<file path="src/rtl/miss_tracker_pkg.sv">
// Shared types and helpers for the outstanding-miss tracker.
// The entry struct widths come from the localparams below; the tracker's
// default parameters are tied to them so the two stay consistent.
package miss_tracker_pkg;

  localparam int MT_NUM_ENTRIES = 4;
  localparam int MT_ADDR_WIDTH  = 26;
  localparam int MT_THREADS     = 4;
  localparam int MT_INDEX_WIDTH = $clog2(MT_NUM_ENTRIES);

  typedef enum logic [1:0] {
    FREE    = 2'd0,
    PENDING = 2'd1,
    ISSUED  = 2'd2
  } miss_entry_state_t;

  typedef struct packed {
    miss_entry_state_t       state;
    logic [MT_ADDR_WIDTH-1:0] addr;
    logic [MT_THREADS-1:0]    waiting;
  } miss_entry_t;

  localparam miss_entry_t MT_ENTRY_FREE = '{state: FREE, addr: '0, waiting: '0};

  // Keep only the lowest set bit of a slot vector.
  function automatic logic [MT_NUM_ENTRIES-1:0] isolate_lowest(
    input logic [MT_NUM_ENTRIES-1:0] v
  );
    return v & (~v + MT_NUM_ENTRIES'(1));
  endfunction

  // One-hot slot vector to binary slot index (zero when empty).
  function automatic logic [MT_INDEX_WIDTH-1:0] oh_to_idx(
    input logic [MT_NUM_ENTRIES-1:0] oh
  );
    logic [MT_INDEX_WIDTH-1:0] idx;
    idx = '0;
    for (int i = 0; i < MT_NUM_ENTRIES; i++) begin
      if (oh[i]) idx = idx | MT_INDEX_WIDTH'(i);
    end
    return idx;
  endfunction

endpackage

</file>
<file path="src/rtl/miss_tracker.sv">
// Outstanding cache-line miss tracker. Owns the CAM update port, merges
// repeat misses into pending slots, issues one memory request at a time
// and wakes the waiting threads when a fill returns.
module miss_tracker
  import miss_tracker_pkg::*;
#(
  parameter int NUM_ENTRIES = MT_NUM_ENTRIES,
  parameter int ADDR_WIDTH  = MT_ADDR_WIDTH,
  parameter int THREADS     = MT_THREADS,
  parameter int INDEX_WIDTH = $clog2(NUM_ENTRIES),
  parameter int TID_WIDTH   = $clog2(THREADS)
) (
  input  logic                   clk,
  input  logic                   reset,
  input  logic                   miss_en,
  input  logic [ADDR_WIDTH-1:0]  miss_addr,
  input  logic [TID_WIDTH-1:0]   miss_thread_idx,
  output logic                   miss_stall,
  output logic [ADDR_WIDTH-1:0]  cam_lookup_key,
  input  logic                   cam_lookup_hit,
  input  logic [INDEX_WIDTH-1:0] cam_lookup_idx,
  output logic                   cam_update_en,
  output logic [ADDR_WIDTH-1:0]  cam_update_key,
  output logic [INDEX_WIDTH-1:0] cam_update_idx,
  output logic                   cam_update_valid,
  output logic                   mem_req_valid,
  output logic [ADDR_WIDTH-1:0]  mem_req_addr,
  output logic [INDEX_WIDTH-1:0] mem_req_idx,
  input  logic                   mem_req_ready,
  input  logic                   fill_en,
  input  logic [INDEX_WIDTH-1:0] fill_idx,
  output logic                   wake_en,
  output logic [THREADS-1:0]     wake_bitmap
);

  miss_entry_t              entries_q [NUM_ENTRIES];
  miss_entry_t              entries_d [NUM_ENTRIES];
  logic [NUM_ENTRIES-1:0]   free_vec;
  logic [NUM_ENTRIES-1:0]   pend_nxt_vec;
  logic [INDEX_WIDTH-1:0]   alloc_idx;
  logic [INDEX_WIDTH-1:0]   next_req_idx;
  logic [THREADS-1:0]       thread_bit;
  logic                     fill_ok;
  logic                     hit_fill;
  logic                     merge;
  logic                     any_free;
  logic                     alloc;

  assign cam_lookup_key = miss_addr;

  // Classify this cycle's miss/fill and build the next slot table.
  // A fill to a non-ISSUED slot is ignored (fill_ok stays low), but a raw
  // fill_en still blocks allocation because the fill owns the CAM port.
  always_comb begin
    for (int i = 0; i < NUM_ENTRIES; i++) begin
      free_vec[i] = (entries_q[i].state == FREE);
    end
    thread_bit = THREADS'(1) << miss_thread_idx;
    fill_ok    = fill_en && (entries_q[fill_idx].state == ISSUED);
    hit_fill   = miss_en && cam_lookup_hit && fill_ok && (cam_lookup_idx == fill_idx);
    merge      = miss_en && cam_lookup_hit && !hit_fill;
    any_free   = |free_vec;
    alloc_idx  = oh_to_idx(isolate_lowest(free_vec));
    alloc      = miss_en && !cam_lookup_hit && any_free && !fill_en;
    miss_stall = miss_en && !cam_lookup_hit && (!any_free || fill_en);

    entries_d = entries_q;
    if (mem_req_valid && mem_req_ready) entries_d[mem_req_idx].state = ISSUED;
    if (merge) begin
      entries_d[cam_lookup_idx].waiting = entries_q[cam_lookup_idx].waiting | thread_bit;
    end
    if (alloc) begin
      entries_d[alloc_idx] = '{state: PENDING, addr: miss_addr, waiting: thread_bit};
    end
    if (fill_ok) entries_d[fill_idx] = MT_ENTRY_FREE;

    for (int i = 0; i < NUM_ENTRIES; i++) begin
      pend_nxt_vec[i] = (entries_d[i].state == PENDING);
    end
    next_req_idx = oh_to_idx(isolate_lowest(pend_nxt_vec));
  end

  // Single CAM write port: fill invalidate wins over allocation install.
  always_comb begin
    cam_update_en    = 1'b0;
    cam_update_valid = 1'b0;
    cam_update_idx   = '0;
    cam_update_key   = '0;
    if (!reset) begin
      if (fill_ok) begin
        cam_update_en  = 1'b1;
        cam_update_idx = fill_idx;
        cam_update_key = entries_q[fill_idx].addr;
      end else if (alloc) begin
        cam_update_en    = 1'b1;
        cam_update_valid = 1'b1;
        cam_update_idx   = alloc_idx;
        cam_update_key   = miss_addr;
      end
    end
  end

  // Slot table register.
  always_ff @(posedge clk) begin
    if (reset) begin
      for (int i = 0; i < NUM_ENTRIES; i++) entries_q[i] <= MT_ENTRY_FREE;
    end else begin
      entries_q <= entries_d;
    end
  end

  // Memory request register: present the lowest PENDING slot of the next
  // table (so an allocation shows up one cycle later), hold while stalled.
  always_ff @(posedge clk) begin
    if (reset) begin
      mem_req_valid <= 1'b0;
      mem_req_addr  <= '0;
      mem_req_idx   <= '0;
    end else if (!mem_req_valid || mem_req_ready) begin
      mem_req_valid <= |pend_nxt_vec;
      mem_req_addr  <= entries_d[next_req_idx].addr;
      mem_req_idx   <= next_req_idx;
    end
  end

  // Wake pulse one cycle after a fill, including a thread that hit the
  // slot in the same cycle it was being filled.
  always_ff @(posedge clk) begin
    if (reset) begin
      wake_en     <= 1'b0;
      wake_bitmap <= '0;
    end else begin
      wake_en     <= fill_ok;
      wake_bitmap <= fill_ok ? (entries_q[fill_idx].waiting | (hit_fill ? thread_bit : '0)) : '0;
    end
  end

  // Protocol sanity checks, simulation only.
  always_ff @(posedge clk) begin
    if (!reset) begin
      assert (!fill_en || fill_ok)
        else $fatal(1, "miss_tracker: fill to slot %0d that is not ISSUED", fill_idx);
      assert (!merge || ((entries_q[cam_lookup_idx].waiting & thread_bit) == '0))
        else $fatal(1, "miss_tracker: thread %0d merged twice into slot %0d",
                    miss_thread_idx, cam_lookup_idx);
    end
  end

endmodule

</file>
<file path="config.mk">
export PLATFORM = sky130hd
export DESIGN_NAME = miss_tracker
export DESIGN_NICKNAME = d
export VERILOG_FILES = /design/src/rtl/miss_tracker_pkg.sv /design/src/rtl/miss_tracker.sv
export SDC_FILE = /design/constraint.sdc
export NUM_CORES = 1
export LEC_CHECK = 0
export ABC_AREA = 1
export BUFFER_PORTS_ARGS = -buffer_cell sky130_fd_sc_hd__buf_2
export CORE_MARGIN = 8
export CORE_UTILIZATION = 55
export DETAILED_ROUTE_END_ITERATION = 10
export GPL_ROUTABILITY_DRIVEN = 1
export PLACE_DENSITY = 0.77
export SLEW_MARGIN = 20
export SYNTH_ARGS = -nofsm -noshare
export SYNTH_HDL_FRONTEND = slang
export SYNTH_SLANG_ARGS = --single-unit
</file>
<file path="constraint.sdc">
create_clock -name clk -period 2.15 [get_ports clk]
set_input_delay 0.43 -clock clk [delete_from_list [all_inputs] [get_ports clk]]
set_output_delay 0.43 -clock clk [all_outputs]
set_load 0.05 [all_outputs]
</file>
==> results of run 1 <==
## worst max-delay path: cells and delay by family, from the launching register on
kind / cells / cell delay, ns
AND/OR/NAND/NOR: 5 / 0.63
buffers and inverters: 3 / 0.47
AO/OA/AOI/OAI: 1 / 0.27
flip-flops: 1 / 0.34
## through the flow
step           util (%)  std cells  TNS [ns]  area, um^2  hold slack, ns
2_1_floorplan         -       1248     -3.23        9160           0.461
3_3_place_gp       71.8       1609    -14.74       10900           0.484
3_5_place_dp       71.8       1609    -18.39       10900           0.485
4_1_cts            78.2       1650     -6.89       11900           0.386
5_1_grt            80.9       1666    -15.28       12300           0.399
6_report           80.9       1666    -12.11       12300           0.419
## timing repair
item                       CTS  global route
resized for setup           97            38
pin swaps                   12             4
setup buffers                7            10
gates cloned                 2             6
setup endpoints to repair   57            75
## layout make-up
class                   count  area (um^2)
well taps                 188          235
flip-flops and latches    162         3260
inverters                  86          365
repair inverters            1         6.26
multi-input cells         886         5130
fillers                   941         2910
clock buffers              23          468
repair buffers            311         2730
clock inverters             9          104
## where the power goes
group	switching [mW]	internal, mW	total (mW)
clock network	1.28	1.77	3.05
registers	0.0599	3.10	3.16
logic	1.10	0.540	1.64
## worst paths after layout
path                            cells after the start                            end                startpoint
worst max-delay path                                9             cam_update_key[16]  entries_q[62]$_SDFF_PP0_
worst min-delay path                                3       entries_q[93]$_SDFF_PP0_             miss_addr[25]
worst max register to register                     15  mem_req_addr[14]$_SDFFE_PP0P_  entries_q[30]$_SDFF_PP0_
worst min register to register                      2       entries_q[35]$_SDFF_PP0_  entries_q[35]$_SDFF_PP0_
## synthesized netlist by cell type, types with 8 or more instances
cell type | count | area, um^2
a21oi_1 | 51 | 255
a31oi_1 | 8 | 50.1
buf_2 | 20 | 100
buf_4 | 28 | 210
clkbuf_1 | 56 | 210
dfxtp_1 | 162 | 3240
inv_1 | 77 | 289
nand2_1 | 322 | 1210
nand3_1 | 91 | 455
nor2_1 | 129 | 484
o211ai_1 | 77 | 578
o21ai_0 | 86 | 430
o22ai_1 | 60 | 375
o32ai_1 | 26 | 228
## flip-flops by register name, indices dropped and copies added (netlist names)
signal	flops
mem_req_idx	2
entries_q	128
mem_req_valid	1
wake_en	1
wake_bitmap	4
mem_req_addr	26
## metal layers
metal / global-route usage, % / part of all wire (%) / up-vias
met2: 49.7 / 45 / 806
met3: 7.06 / 12 / 192
met5: 0 / 0 / -
met4: 15.2 / 5.4 / 0
li1: - / - / 4677
met1: 39.1 / 38 / 4812
## cell families after synthesis
logic type             after synthesis  share of synthesized area (%)
AO/OA/AOI/OAI                      322                           23.9
buffers and inverters              200                           10.6
flip-flops                         162                           38.0
AND/OR/NAND/NOR                    564                           27.6
==> impl.org, run 1 <==
** Worst setup path
- Of all nets on the critical path, the largest fanout is 8.
- Cells traversed along the worst timing path :: nand2_1 -> nand3_2 -> nor2_4 -> nand2_2 -> nor2_4 -> inv_6 -> buf_12 -> o32ai_4 -> buf_6
- Worst path max stage delay :: 0.34 ns
- The slowest stage of the critical path is the dfxtp_2 cell.
- Endpoint kind of the worst setup timing path :: primary output
- The most numerous cell type found on the critical path is nor2_4.
- At the worst endpoint, the arrival time is 2.14 ns.
- Sort of element at the start of the critical path :: flop
- The critical path is of the reg -> out type.
- Flop2flop setup slack :: -0.13 ns
- CP required :: 1.72 ns

** GRT
- Via count of the first global-routing pass :: 9798
- Final global-route overflow total :: 0
- Largest net degree at the start of global routing :: 85
- Global routing used 31.2% of the available tracks.
- First-pass GRT wire length :: 49900 um
- The number of antenna violations at the first check in global routing was 0.

** Yosys
- In this run, synthesis produced a sequential element count of 162.
- Fraction of synthesis flops using an asynchronous set or reset pin :: 0%
- After technology mapping, the gate count stands at 1248.
- In the synthesized netlist the dominant register cell turns out to be dfxtp_1.
- The number of nets handed over by synthesis was 1286.
- Sequential-to-total area share from yosys stat :: 38.0%
- Number of distinct library cells after synthesis :: 35
- EDFF count, synth :: 0
- In this run the mean area of a mapped cell was 6.85 um^2.
- Synthesized cell area :: 0.00855 mm^2
- Number of synthesis warnings :: 0

** STA
- Timing would allow up to 390 MHz.
- Unrepaired setup endpoints after global routing :: true
- The routed design could run at a clock period as short as 2.57 ns.
- For the pin with the worst max-slew slack, the measured transition is 0.982 ns.
- Measured against its own limit, the worst slew margin works out to 34.5%.
- Setup violations remaining at the end of the flow were counted as 55.
- The clock arrives with 0.00736 ns of skew.
- The final-report hold violation count was 0.
- The final number of max-transition violations is 0.
- Worst Slack Setup Final :: -0.415 ns
- Fraction of the cycle the final worst path needs :: 119%

** Pwr
- In this run the static leakage power is 5.38 nW.
- The completed layout was analyzed and its total power is 7.84 mW.
- For this design the ratio of total power to cell area is 638 mW/mm^2.
- Worst vdd rail ir drop :: 0.631 mV

** Drt
- Number of vias after detailed routing :: 10500
- The final layout contains routed wiring with a total length of 34200 um.
- Router iterations before antenna repair :: 5
- DRC violation count after routing :: 0
- WL per Instance :: 20.5 um
- Antenna-violating nets left :: 0
- Drt first-iter violations :: 1437
- Using the TritonRoute via totals, the vias-per-cell ratio works out to 6.29.

** Final layout
- Commonest non-fill, non-tap cell in the layout :: nand2_1
- Share of post-route cells with drive strength above 1 :: 30.1%
- The final layout contains 1503 nets.
- Leading cell types in the layout, fill and taps excluded :: nand2_1 (312), dfxtp_1 (154), buf_4 (139)
- Synthesis-to-layout area growth :: 43.9%
- Diodes inserted :: 0

** Run
- Max Cap Viol :: 0

** Floorplanning
- Row count :: 45
- DIE AREA :: 0.0198 mm^2
- Measured along the x axis, the die boundary spans 141 um.
- From bottom edge to top edge, the die measures 141 um.
- Once the floorplan was initialized, standard cells occupied 56.2% of the core.
- Top-Level Pins :: 129
- Total core area :: 0.0152 mm^2

** CTS
- Maximum buffer depth of the clock tree :: 2
- Clock Root Buffer :: clkbuf_16
- Clock Sink Count :: 162
- Total CTS buffers :: 17
- At the later pin of the worst-skew pair, clock insertion delay measures 0.43 ns.
- CTS H-tree depth :: 4
- CTS tree :: built
- The number of hold buffers added after CTS was 0.
- Clock-pin slew of the registers on the worst-case setup and hold paths :: 0.06 ns

** Status
- Violations in the final reports :: setup timing
- Result of the run :: finished, violations left

** Placed design
- Pre-CTS setup slack :: -0.432 ns
- After legalization and detailed placement, the total HPWL measured 19800 um.
- GPL Wtd Cong :: 0.893
- IO Port Bufs :: 128

** Hold path
- The path class of the tightest hold or removal check is in -> reg.
No activity file was read; power rests on OpenSTA's default activity.
==> inputs of run 2 (changes only) <==
--- a/config.mk
+++ b/config.mk
@@ -9,6 +9,7 @@
 export BUFFER_PORTS_ARGS = -buffer_cell sky130_fd_sc_hd__buf_2
 export CORE_MARGIN = 8
 export CORE_UTILIZATION = 55
+export CTS_BUF_LIST = sky130_fd_sc_hd__clkbuf_16
 export DETAILED_ROUTE_END_ITERATION = 10
 export GPL_ROUTABILITY_DRIVEN = 1
 export PLACE_DENSITY = 0.77
==> run 2 against run 1 <==
Die area stayed put. Non-clock buffer count is 11 higher. Worst setup slack improved by 0.038 ns. The run still ends with setup timing left. Count of clock-buffer cells in the layout fell by 6. Sequential cell count unchanged. Routed wire length grew 7.4%.
==> impl.org, run 2 (synthesis results as in run 1) <==
** Worst setup path
- The maximum single-stage delay on the critical path is 0.37 ns (was 0.34 ns).
- CP required :: 1.72 ns (about the same)
- The logic depth of the worst register-to-register path is 16 (was 15).
- The critical path capture point type is a primary output (unchanged).
- The worst setup path category is reg -> out (unchanged).
- The maximum fanout count along the critical path came to 9 (was 8).
- Crit path from :: entries_q[127]$_SDFF_PP0_ (was entries_q[62]$_SDFF_PP0_)
- CP max stage cell :: dfxtp_2 (unchanged)
- Startpoint of the lowest-slack register-to-register path :: entries_q[127]$_SDFF_PP0_ (was entries_q[30]$_SDFF_PP0_)
- Data arrival time of the critical path :: 2.10 ns (was 2.14 ns)
- Flop2flop setup slack :: -0.15 ns (was -0.13 ns)
- Endpoint of the lowest-slack register-to-register path :: mem_req_addr[0]$_SDFFE_PP0P_ (was mem_req_addr[14]$_SDFFE_PP0P_)
- The kind of start point of the critical path is a flop (unchanged).
- Cells traversed along the worst timing path: buf_4 -> nand2_1 -> nand4_4 -> nand2_2 -> nor2_4 -> inv_6 -> buf_12 -> o32ai_4 -> buf_6 (was nand2_1 -> nand3_2 -> nor2_4 -> nand2_2 -> nor2_4 -> inv_6 -> buf_12 -> o32ai_4 -> buf_6).

** STA
- The relative slew slack came to 34.7% (was 34.5%).
- Unrepaired setup endpoints after global routing :: true (unchanged)
- The maximum clock frequency came to 396 MHz (was 390 MHz).
- Worst Skew :: 0.0107 ns (was 0.00736 ns)
- The transition time at the pin with the least slew margin was 0.979 ns (was 0.982 ns).
- The final setup violation count came to 55 (unchanged).
- Final-report hold violation count :: 0 (unchanged)
- Final critical delay including setup and external delays :: 2.53 ns (was 2.57 ns)
- Worst Slack Setup Final :: -0.377 ns (was -0.415 ns)
- The worst hold margin was 0.439 ns (was 0.419 ns).
- Max-slew violations :: 0 (unchanged)
- The share of the clock period used by the worst path was 118% (was 119%).

** Floorplanning
- The vertical die dimension came to 141 um (unchanged).
- Row count :: 45 (unchanged)
- Top-Level Pins :: 129 (unchanged)
- Initial Utilization :: 56.2% (unchanged)
- Total core area :: 0.0152 mm^2 (unchanged)
- The die boundary width came to 141 um (unchanged).
- The die area is 0.0198 mm^2 (unchanged).

** CTS
- The cell chosen for the clock root is clkbuf_16 (unchanged).
- The CTS tree is built (unchanged).
- The worst-skew pair later-pin latency came to 0.44 ns (was 0.43 ns).
- Maximum buffer depth of the clock tree :: 2 (unchanged)
- CTS H-tree depth :: 4 (unchanged)
- Total CTS buffers :: 17 (unchanged)
- The total number of clock tree sinks came to 162 (unchanged).
- The clock-pin slew on the worst setup and hold paths was 0.06 ns (about the same).

** Final layout
- The number of flip-flops in the largest register is 128 (unchanged).
- Commonest non-fill, non-tap cell in the layout :: nand2_1 (unchanged)
- Synthesis-to-layout area growth :: 48.1% (was 43.9%)
- The net count reported at finish is 1514 (was 1503).
- Diodes inserted :: 0 (unchanged)
- Leading cell types in the layout, fill and taps excluded: nand2_1 (279), dfxtp_1 (154), buf_4 (137) (was nand2_1 (312), dfxtp_1 (154), buf_4 (139)).
- Registers with the most flip-flops :: entries_q (128), mem_req_addr (26), wake_bitmap (4) (unchanged)
- Core occupancy in the finished layout :: 83.3% (was 80.9%)
- The fraction of layout instances using a drive strength above 1 came to 33.4% (was 30.1%).
- The register bank with the most flops was entries_q (unchanged).
- Number of non-filler instances in the completed layout :: 1677 (was 1666)

** Hold path
- Number of cells on the worst hold path :: 3 (unchanged)
- Type of the most critical hold path :: in -> reg (unchanged)
- The startpoint of the most critical hold path is miss_addr[25] (unchanged).
- The terminating pin of the worst hold path is entries_q[93]$_SDFF_PP0_ (unchanged).

** Drt
- DRC violation count after routing :: 0 (unchanged)
- Router iterations before antenna repair :: 8 (was 5)
- Number of vias after detailed routing :: 10800 (was 10500)
- The number of DRC markers in iteration 0 is 1702 (was 1437).
- Mean number of vias per cell :: 6.46 (was 6.29)
- The routed wirelength normalized by instance count was 21.9 um (was 20.5 um).
- Antenna-violating nets left :: 0 (unchanged)
- The total wirelength of the detailed-routed design is 36800 um (was 34200 um).

** GRT
- The number of global-route vias before repair came to 9864 (was 9798).
- Largest net degree at the start of global routing :: 85 (unchanged)
- The number of antenna violations at the first check in global routing was 1 (was 0).
- Overall track demand over capacity in global routing :: 31.3% (was 31.2%)
- Final global-route overflow total :: 0 (unchanged)
- First-pass GRT wire length :: 50100 um (was 49900 um)

** Pwr
- The leakage power figure was 5.48 nW (was 5.38 nW).
- The power density of the placed cells came to 621 mW/mm^2 (was 638 mW/mm^2).
- Total power of the final layout :: 7.86 mW (was 7.84 mW)
- The maximum resistive drop on vdd is 0.716 mV (was 0.631 mV).

** Status
- Violations in the final reports :: setup timing (unchanged)
- Result of the run: finished, violations left (unchanged).

** Placed design
- The total half-perimeter wirelength after legalization and detailed placement was 19800 um (unchanged).
- GPL Wtd Cong :: 0.893 (unchanged)
- IO Port Bufs :: 128 (unchanged)
- The total placed cells including tap cells was 1609 (unchanged).

** Run
- Max Cap Viol :: 0 (unchanged)
[run 2: cell types whose count changed in the layout (fill, tap and decap cells not counted), moves of 3 or more]
cell / before / now
buf_6: 37 / 44
o21ai_0: 84 / 81
inv_1: 72 / 75
nor2_4: 10 / 13
nand2_1: 312 / 279
o21ai_1: 0 / 3
nand2_2: 12 / 39
a21oi_1: 47 / 40
a21oi_2: 4 / 10
nor2_2: 5 / 2
nand2_4: 6 / 10
clkbuf_1: 4 / 0
[run 2: power breakdown]
group	switching, mW	internal (mW)	leakage (nW)
combinational	1.16	0.584	3.88
clock	1.27	1.68	0.283
sequential	0.0659	3.10	1.32
[run 2: worst max-delay path, delay by kind of cell (launching register included)]
family	cells	cell delay [ns]
AO/OA/AOI/OAI	1	0.26
AND/OR/NAND/NOR	4	0.43
buffers and inverters	4	0.59
flip-flops	1	0.37
[run 2: what timing repair did]
item,CTS,global route
setup buffers,9,17
pin swaps,12,45
hold buffers,0,0
endpoints found under the setup margin,57,71
cloned,2,8
gates resized for setup,101,108
[run 2: metrics by stage]
stage | instance area (um^2) | TNS (ns) | setup WS (ns)
detailed placement | 10900 | -18.39 | -0.432
CTS | 11900 | -6.21 | -0.259
floorplan | 9160 | -3.23 | -0.154
global route | 12700 | -15.59 | -0.440
finish | 12700 | -11.94 | -0.377
global placement | 10900 | -14.74 | -0.364
[run 2: worst max path at each step]
stage	endpoint	slack, ns	cells past startpoint
5_1_grt	cam_update_key[6]	-0.44	9
3_5_place_dp	cam_update_key[16]	-0.43	13
6_report	cam_update_key[6]	-0.38	9
4_1_cts	cam_update_key[7]	-0.26	9
2_1_floorplan	cam_update_key[0]	-0.15	10
3_3_place_gp	cam_update_key[7]	-0.36	13
[run 2: layout make-up]
| class | instances | area [um^2] |
|---|---|---|
| multi-input cells | 886 | 5340 |
| flip-flops and latches | 162 | 3260 |
| repair buffers | 322 | 2900 |
| fillers | 869 | 2540 |
| clock buffers | 17 | 425 |
| inverters | 86 | 369 |
| well taps | 188 | 235 |
| clock inverters | 15 | 126 |
| repair inverters | 1 | 8.76 |
[run 2: layer usage]
metal / global-route usage (%) / routed length [um] / vias to the layer above
li1: - / - / 4707
met1: 38.4 / 13100 / 4917
met2: 50.3 / 16500 / 941
met3: 8.31 / 4820 / 268
met4: 15.1 / 2350 / 2
met5: 0 / 13 / -
